<file path="config.mk">
export PLATFORM = sky130hd
export DESIGN_NAME = rsa_crypt_core
export DESIGN_NICKNAME = d
export VERILOG_FILES = /design/src/rtl/rsa_crypt_core.sv
export SDC_FILE = /design/constraint.sdc
export NUM_CORES = 1
export LEC_CHECK = 0
export ABC_AREA = 1
export BUFFER_PORTS_ARGS = -buffer_cell sky130_fd_sc_hd__buf_4
export CAP_MARGIN = 10
export CORE_MARGIN = 2
export CORE_UTILIZATION = 45
export CTS_BUF_LIST = sky130_fd_sc_hd__clkbuf_8
export DETAILED_ROUTE_END_ITERATION = 10
export MAX_ROUTING_LAYER = met4
export PLACE_DENSITY = 0.72
export SLEW_MARGIN = 20
export SYNTH_ARGS = -nofsm -noshare
export SYNTH_HDL_FRONTEND = slang
export SYNTH_SLANG_ARGS = --single-unit
</file>
<file path="constraint.sdc">
create_clock -name clk -period 7 [get_ports clk]
set_input_delay 0 -clock clk [delete_from_list [all_inputs] [get_ports clk]]
set_output_delay 0 -clock clk [all_outputs]
set_load 0.02 [all_outputs]
</file>
<file path="src/rtl/rsa_crypt_core.sv">
// RSA modular exponentiation (msg^key mod modulus) with a bit-serial shift-add modular multiplier.
// Optional RSA_CONST_TIME_EN: run the multiply for every exponent bit so latency does not depend on the key.
module rsa_crypt_core #(
  parameter int WIDTH     = 16,
  parameter int EXP_WIDTH = 16
) (
  input  logic                 clk,
  input  logic                 rst,
  input  logic                 in_valid,
  output logic                 in_ready,
  input  logic                 mode,
  input  logic [WIDTH-1:0]     msg,
  input  logic [EXP_WIDTH-1:0] key_e,
  input  logic [EXP_WIDTH-1:0] key_d,
  input  logic [WIDTH-1:0]     modulus,
  output logic                 out_valid,
  input  logic                 out_ready,
  output logic [WIDTH-1:0]     out_data,
  output logic                 out_err,
  output logic                 busy
);

  localparam int CW = $clog2(WIDTH);
  localparam int IW = $clog2(EXP_WIDTH + 1);
  localparam int AW = WIDTH + 2;

`ifdef RSA_CONST_TIME_EN
  localparam bit CONST_TIME = 1'b1;
`else
  localparam bit CONST_TIME = 1'b0;
`endif

  // EXP is a zero-cycle decision, so it is folded into exp_state() rather than held as a state.
  typedef enum logic [2:0] {IDLE, CHECK, MUL, SQR, DONE, ERR} state_t;

  state_t               state, state_nxt;
  logic [WIDTH-1:0]     n_q, base_q, result_q, acc_q, acc_nxt, mul_a;
  logic [EXP_WIDTH-1:0] exp_q;
  logic [IW-1:0]        idx_q;
  logic [CW-1:0]        cnt_q;
  logic                 mul_last, bad_req, last_bit, keep_mul;

  function automatic state_t exp_state(input logic bit_set);
    return (bit_set || CONST_TIME) ? MUL : SQR;
  endfunction

  assign mul_last = (cnt_q == '0);
  assign bad_req  = (n_q < WIDTH'(2)) || (base_q >= n_q);
  assign last_bit = (idx_q == IW'(EXP_WIDTH - 1));
  assign keep_mul = exp_q[0] || !CONST_TIME;
  assign mul_a    = (state == MUL) ? result_q : base_q;

  // One shift-add step of acc = a*b mod n, consuming base bit cnt_q (MSB first).
  always_comb begin
    logic [AW-1:0] t;
    t = {1'b0, acc_q, 1'b0};
    if (t >= {2'b0, n_q}) t = t - {2'b0, n_q};
    if (base_q[cnt_q])    t = t + {2'b0, mul_a};
    if (t >= {2'b0, n_q}) t = t - {2'b0, n_q};
    acc_nxt = WIDTH'(t);
  end

  always_ff @(posedge clk or posedge rst) begin
    if (rst) state <= IDLE;
    else     state <= state_nxt;
  end

  // NOTE: every combinational output gets a default first so no path leaves it unassigned (no latch).
  always_comb begin
    state_nxt = state;
    case (state)
      IDLE:  if (in_valid) state_nxt = CHECK;
      CHECK: state_nxt = bad_req ? ERR : exp_state(exp_q[0]);
      MUL:   if (mul_last) state_nxt = SQR;
      SQR:   if (mul_last) state_nxt = last_bit ? DONE : exp_state(exp_q[1]);
      DONE:  if (out_ready) state_nxt = IDLE;
      ERR:   if (out_ready) state_nxt = IDLE;
      default: state_nxt = IDLE;
    endcase
  end

  // NOTE: sequential state uses non-blocking assignments so all registers update from pre-edge values.
  always_ff @(posedge clk or posedge rst) begin
    if (rst) begin
      n_q      <= '0;
      base_q   <= '0;
      result_q <= '0;
      acc_q    <= '0;
      exp_q    <= '0;
      idx_q    <= '0;
      cnt_q    <= '0;
    end else begin
      case (state)
        IDLE: if (in_valid) begin
          base_q <= msg;
          n_q    <= modulus;
          exp_q  <= mode ? key_d : key_e;
        end
        CHECK: begin
          result_q <= WIDTH'(1);
          idx_q    <= '0;
          cnt_q    <= CW'(WIDTH - 1);
          acc_q    <= '0;
        end
        MUL, SQR: begin
          if (!mul_last) begin
            acc_q <= acc_nxt;
            cnt_q <= cnt_q - 1'b1;
          end else begin
            acc_q <= '0;
            cnt_q <= CW'(WIDTH - 1);
            if (state == MUL) begin
              if (keep_mul) result_q <= acc_nxt;
            end else begin
              base_q <= acc_nxt;
              exp_q  <= exp_q >> 1;
              idx_q  <= idx_q + 1'b1;
            end
          end
        end
        default: ;
      endcase
    end
  end

  assign in_ready  = (state == IDLE) && !rst;
  assign busy      = (state != IDLE);
  assign out_valid = (state == DONE) || (state == ERR);
  assign out_err   = (state == ERR);
  assign out_data  = (state == DONE) ? result_q : '0;

endmodule
</file>
# Word-level counts from Yosys, hierarchy flattened

Index checks and enable logic that the tools add are counted.

Muxes and demuxes: 35
Reductions and logical operators: 16
Order comparisons: 5
Eq/ne operators: 13
Add/sub/neg operators: 5

Operator list:

| cell                                                                  | count |
|---|---|
| 16-bit 2-to-1 mux                                                     | 13 |
| 16-bit case mux with 2 select lines                                   | 4 |
| 18-bit 2-to-1 mux                                                     | 2 |
| 18-bit by 16-bit adder with 18-bit output                             | 1 |
| 18-bit by 16-bit greater-or-equal comparator with 1-bit output        | 1 |
| 3-bit 2-to-1 mux                                                      | 6 |
| 17-bit by 16-bit subtractor with 18-bit output                        | 1 |
| 17-bit by 16-bit greater-or-equal comparator with 1-bit output        | 1 |
| 16-bit greater-or-equal comparator                                    | 1 |
| 16-bit by 2-bit < comparator with 1-bit output, second input constant | 1 |
| 16-bit subtractor                                                     | 1 |
| 3-bit case mux with 5 select lines                                    | 1 |
| 2-bit != test, second input constant                                  | 6 |
| 5-bit 2-to-1 mux                                                      | 2 |
| 5-bit case mux with 2 select lines                                    | 1 |
| 4-bit case mux with 2 select lines                                    | 1 |
| 4-bit AND reduction                                                   | 2 |
| 3-bit by 2-bit equality test with 1-bit output, second input constant | 2 |
| 3-bit equality test, second input constant                            | 2 |
| 3-bit AND reduction                                                   | 2 |
| 5-bit by 1-bit adder with 5-bit output, second input constant         | 1 |
| 5-bit by 4-bit equality test with 1-bit output, second input constant | 1 |
| 4-bit by 5-bit < comparator with 1-bit output, second input constant  | 1 |
| 1-bit binary-select mux with 4-bit select                             | 1 |
| 14 further kinds                                                      | 19 |

Logic and storage cells: 82
Register bits after elaboration: 92
Output and inout port bits: 20
Bits of input ports: 69

# Depth between registers and ports, before layout

Word-level depth: 9
Mapped depth: 40
Gate-level depth less buffers: 39

# Least setup slack after synthesis

No wires, ideal clock.

Path kind: flip-flop to flip-flop
Start point: register n_q[0]
End point: register base_q[0]
Buffers on the path: 2
Data arrival time: 4.935 ns
Stages on the path, launching flop included: 40
Library setup time: 0.116 ns
Slack: 1.948 ns
Required time: 6.884 ns
Period minus slack after synthesis: 5.052 ns
Path through: dfrtp_1 > inv_1 > fa_1 > nand3_1 > nand3_2 > nand2_1 > nand2_2 > nand2_2 > nand4_4 > clkbuf_1 > o21ai_0 > inv_1 > fa_1 > nand3b_1 > nand2_1 > nand2_1 > nand2_1 > a21boi_0 > (+4 left out) > ha_1 > nand2_1 > inv_1 > nand2_1 > inv_1 > a21oi_1 > nand2_1 > nand2_1 > nand2_1 > a21oi_1 > nand2_1 > nor2_4 > nand2_4 > buf_12 > nand2_2 > nand3_1 > nand2_1 > nand2_1

Longest elaborated chain between the ends: 9
Elaborated cells between the ends (all ways): 11
Classes of those cells: 3 x add/sub; 2 x order compare; 6 x mux

RTL lines:

| element                                                                                                                          | RTL line | text |
|---|---|---|
| start, declared                                                                                                                  | 37       | `logic [WIDTH-1:0] n_q, base_q, result_q, acc_q, acc_nxt, mul_a;` |
| start signal, assigned                                                                                                           | 96       | `n_q <= modulus;` |
| 17-bit by 16-bit subtractor with 18-bit output or 17-bit by 16-bit greater-or-equal comparator with 1-bit output (tied branches) | 57       | `if (t >= {2'b0, n_q}) t = t - {2'b0, n_q};` |
| 18-bit 2-to-1 mux                                                                                                                | 57       |  |
| 18-bit by 16-bit adder with 18-bit output                                                                                        | 58       | `if (base_q[cnt_q]) t = t + {2'b0, mul_a};` |
| 18-bit 2-to-1 mux                                                                                                                | 58       |  |
| 16-bit subtractor or 18-bit by 16-bit greater-or-equal comparator with 1-bit output (tied branches)                              | 59       | `if (t >= {2'b0, n_q}) t = t - {2'b0, n_q};` |
| 16-bit 2-to-1 mux *                                                                                                              | 59       |  |
| 16-bit 2-to-1 mux *                                                                                                              | 112      | `if (state == MUL) begin` |
| 16-bit 2-to-1 mux *                                                                                                              | 106      | `if (!mul_last) begin` |
| 16-bit case mux with 2 select lines *                                                                                            | 93       | `case (state)` |
| end signal, assigned                                                                                                             | 95       | `base_q <= msg;` |
| end signal, assigned                                                                                                             | 115      | `base_q <= acc_nxt;` |
| end, declared                                                                                                                    | 37       |  |

Every way passes the cells marked *; elsewhere a longest branch is shown, timed or not. The select of a mux whose other input is x is not followed.
A chain may end at the register's enable or synchronous reset.

# Worst setup path after layout

Start point: register n_q[0]
End point: register result_q[14]

Longest elaborated chain between the ends: 9
Elaborated cells between the ends (all ways): 11
Classes of those cells: 3 x add/sub; 2 x order compare; 6 x mux

RTL lines:

| element                                                                                                                          | RTL line | text |
|---|---|---|
| 17-bit by 16-bit subtractor with 18-bit output or 17-bit by 16-bit greater-or-equal comparator with 1-bit output (tied branches) | 57       |  |
| 18-bit 2-to-1 mux                                                                                                                | 57       |  |
| 18-bit by 16-bit adder with 18-bit output                                                                                        | 58       |  |
| 18-bit 2-to-1 mux                                                                                                                | 58       |  |
| 16-bit subtractor or 18-bit by 16-bit greater-or-equal comparator with 1-bit output (tied branches)                              | 59       |  |
| 16-bit 2-to-1 mux *                                                                                                              | 59       |  |
| 16-bit 2-to-1 mux *                                                                                                              | 112      |  |
| 16-bit 2-to-1 mux *                                                                                                              | 106      |  |
| 16-bit case mux with 2 select lines *                                                                                            | 93       |  |
| end signal, assigned                                                                                                             | 113      | `if (keep_mul) result_q <= acc_nxt;` |
| end, declared                                                                                                                    | 37       |  |

Marked as above.

==> impl_metrics.csv <==
group,metric,value,unit
sta,rsz0062_at_grt,"false",
die,die_height,141,µm
sta,slew_violations,0,
yosys,synth_flop_cell,"dfrtp_1",
critical_path,required,7300,ps
sta,finalHoldViolCount,0,
global_route,grt_use_met1,38.9,%
critical_path,reg2reg_from,"n_q[0]$_DFFE_PP0P_",
critical_path,crit_arrival,6430,ps
sta,fin_crit,6140,ps
sta,worst_slew_pin_slew,1020,ps
drt,wl,29.5,mm
drt,drt-initial-drc-count,731,
sta,fmax,163,MHz
drt,vias_per_cell,5.48,
clock_tree,clk_pin_slew,90,ps
outcome,status,"complete, no violations",
sta,setup-tns-final,0,ps
clock_tree,insertion_delay,390,ps
critical_path,slowest_delay,500,ps
global_route,antenna_found_initial,0,
sta,hold_ws,11.1,ps
drt,routedWlPerCell,18.1,µm
critical_path,crit_path_max_fanout,19,
drt,ant_nets,0,
yosys,async_reset_ff_share,100,%
yosys,synth_nets,1396,
yosys,synth_seq_cells,92,
die,dieArea,19900,µm²
sta,skew,9.27,ps
yosys,synth_area,8440,µm²
die,die_w,141,µm
clock_tree,cts.sinks,92,
clock_tree,ctsHtreeMaxLevel,3,
yosys,synth-seq-area-share,27.3,%
critical_path,worstSetupStartpointType,"flip-flop",
clock_tree,cts_max_path_buffers,2,
yosys,synth_common_cells,"nand2_1, inv_1, nand3_1, dfrtp_1, a21oi_1",
global_route,use_met3,4.79,%
layout,layout-drive-gt1-share,14.2,%
sta,slew_headroom,32.1,%
die,placementRows,50,
min_path,hp-start,"key_d[0]",
drt,first_pass_iters,5,
clock_tree,cts_root_buf,"clkbuf_8",
sta,post-route-period-util,87.7,%
critical_path,r2r_cells,36,
die,core-area,18600,µm²
clock_tree,cts_resized,0,
die,ios,89,
global_route,grt_max_degree,66,
layout,nets,1531,
critical_path,cpMaxStageDelayCell,"fa_1",
global_route,busiest_layer,"met2",
placement,dp_hpwl,22.9,mm
clock_tree,numCtsBuffers,9,
min_path,min_path_type,"input pin to flip-flop",
placement,place_congestion,1.05,
yosys,synth.area.top_cells,"dfrtp_1, nand2_1, ha_1",
job,drv_cap,0,
drt,num_vias,8927,
yosys,synthDistinctLibCells,46,
global_route,grtUsageTotal,31.1,%
die,start_util,45.4,%
sta,setup_viol,0,
yosys,netlist.area_leader.share,27.3,%
clock_tree,cts_tree,"yes",
critical_path,ff2ff_setup_slack,860,ps
min_path,whs_endpoint,"exp_q[0]$_DFFE_PP0P_",
layout,finish.utilization,54.5,%
layout,area_growth,19.9,%
yosys,syn_avg_cell_area,6.72,µm²
critical_path,critPathMostFrequentCell,"nand2_1",
critical_path,endpoint_kind,"flip-flop",
critical_path,path_class,"flip-flop to flip-flop",
global_route,grt-ovfl-total,0,
global_route,grt_pass1_wl,46.0,mm
drt,drc,0,
yosys,yosys_warnings,0,
global_route,grtUsageMet2,51.0,%
yosys,yosys.area.top_type,"dfrtp_1",
yosys,synth_edf_count,0,
yosys,synth_cells,1257,
min_path,whs_path_depth,5,
layout,n_antenna_cell,0,
critical_path,r2r-end,"result_q[14]$_DFFE_PP0P_",
yosys,synth.most_common_cell,"nand2_1",
placement,portBuffers,88,
global_route,grt_pass1_vias,8563,
how the worst max path moves through the flow:
stage	start	end	slack (ps)	cells after the start
after global placement	n_q[0]$_DFFE_PP0P_	result_q[11]$_DFFE_PP0P_	650	36
final	n_q[0]$_DFFE_PP0P_	result_q[14]$_DFFE_PP0P_	860	36
after floorplan	n_q[0]$_DFFE_PP0P_	base_q[0]$_DFFE_PP0P_	1950	39
after global routing	n_q[0]$_DFFE_PP0P_	result_q[10]$_DFFE_PP0P_	250	37
after detailed placement	n_q[0]$_DFFE_PP0P_	result_q[10]$_DFFE_PP0P_	540	36
after CTS	n_q[0]$_DFFE_PP0P_	result_q[14]$_DFFE_PP0P_	490	36
metal layers:
metal,part of all wire [%],up-vias,wire (µm)
met3,6.4,69,1890
met2,48,338,14200
li1,-,4388,-
met1,42,4132,12200
met5,0,-,0
met4,3.8,0,1120
cells in the final DEF, fill, tap and decap left out, types with 4 or more instances in the layout:
| master | netlist | layout |
|---|---|---|
| nand2_1 | 366 | 366 |
| inv_1 | 160 | 160 |
| nand3_1 | 109 | 109 |
| buf_4 | 4 | 100 |
| dfrtp_1 | 92 | 92 |
| a21oi_1 | 81 | 80 |
| o21ai_0 | 79 | 79 |
| ha_1 | 67 | 67 |
| nor2_1 | 64 | 62 |
| dlygate4sd3_1 | 0 | 62 |
| o211ai_1 | 26 | 26 |
| xnor2_1 | 16 | 16 |
| xor2_1 | 15 | 15 |
| nor3_1 | 14 | 14 |
| nand3_2 | 13 | 13 |
| o21ai_1 | 12 | 12 |
| or2_2 | 12 | 12 |
| nand2_2 | 11 | 11 |
| a21oi_2 | 10 | 11 |
| nand2_4 | 11 | 11 |
| inv_2 | 9 | 9 |
| nand4_1 | 9 | 9 |
| clkbuf_8 | 0 | 9 |
| nor2_2 | 3 | 5 |
| nand3b_1 | 5 | 5 |
| o21ai_2 | 4 | 4 |
| o21bai_1 | 4 | 4 |
final cells by class:
cell class	count	area (µm²)
fill	1807	8450
multi-input combinational	958	5350
sequential	92	2300
timing repair buffer	162	1370
inverter	169	636
tap	234	293
clock buffer	9	124
clock inverter	5	56.3
flip-flops by register name (all words and copies together), names as in the netlist:
name,count
acc_q,16
state,3
result_q,16
cnt_q,4
idx_q,5
base_q,16
exp_q,16
n_q,16
through the flow:
step | cells | area [µm²] | setup slack [ps]
final | 1629 | 10100 | 862
after CTS | 1625 | 10100 | 490
after detailed placement | 1549 | 9290 | 541
after floorplan | 1257 | 8440 | 1950
after global routing | 1629 | 10100 | 253
after global placement | 1549 | 9290 | 650
timing repair:
item | in CTS | in global routing
setup buffers | 0 | 3
hold endpoints to repair | 75 | 0
hold buffers | 62 | 0
setup endpoints to repair | 0 | 48
cell families after synthesis:
logic type	Yosys count	synth area share, %
adders and majority gates	70	10.6
DFF	92	27.3
and+or+nand+nor	627	33.6
AOI/OAI and AO/OA	229	15.6
buffers and inverters	208	9.69
xor gates and xnor gates	31	3.22
critical path: cells and delay by family, from the launching register on:
| family | cells | cell delay, ps |
|---|---|---|
| buf+inv | 5 | 460 |
| simple gates | 22 | 2720 |
| xor+xnor | 1 | 140 |
| fa+ha+maj | 3 | 1270 |
| flops | 1 | 420 |
| compound gates | 5 | 1030 |
Power is not shown: default switching activity piles up to over one toggle a cycle in this logic, so the estimate is an artifact.
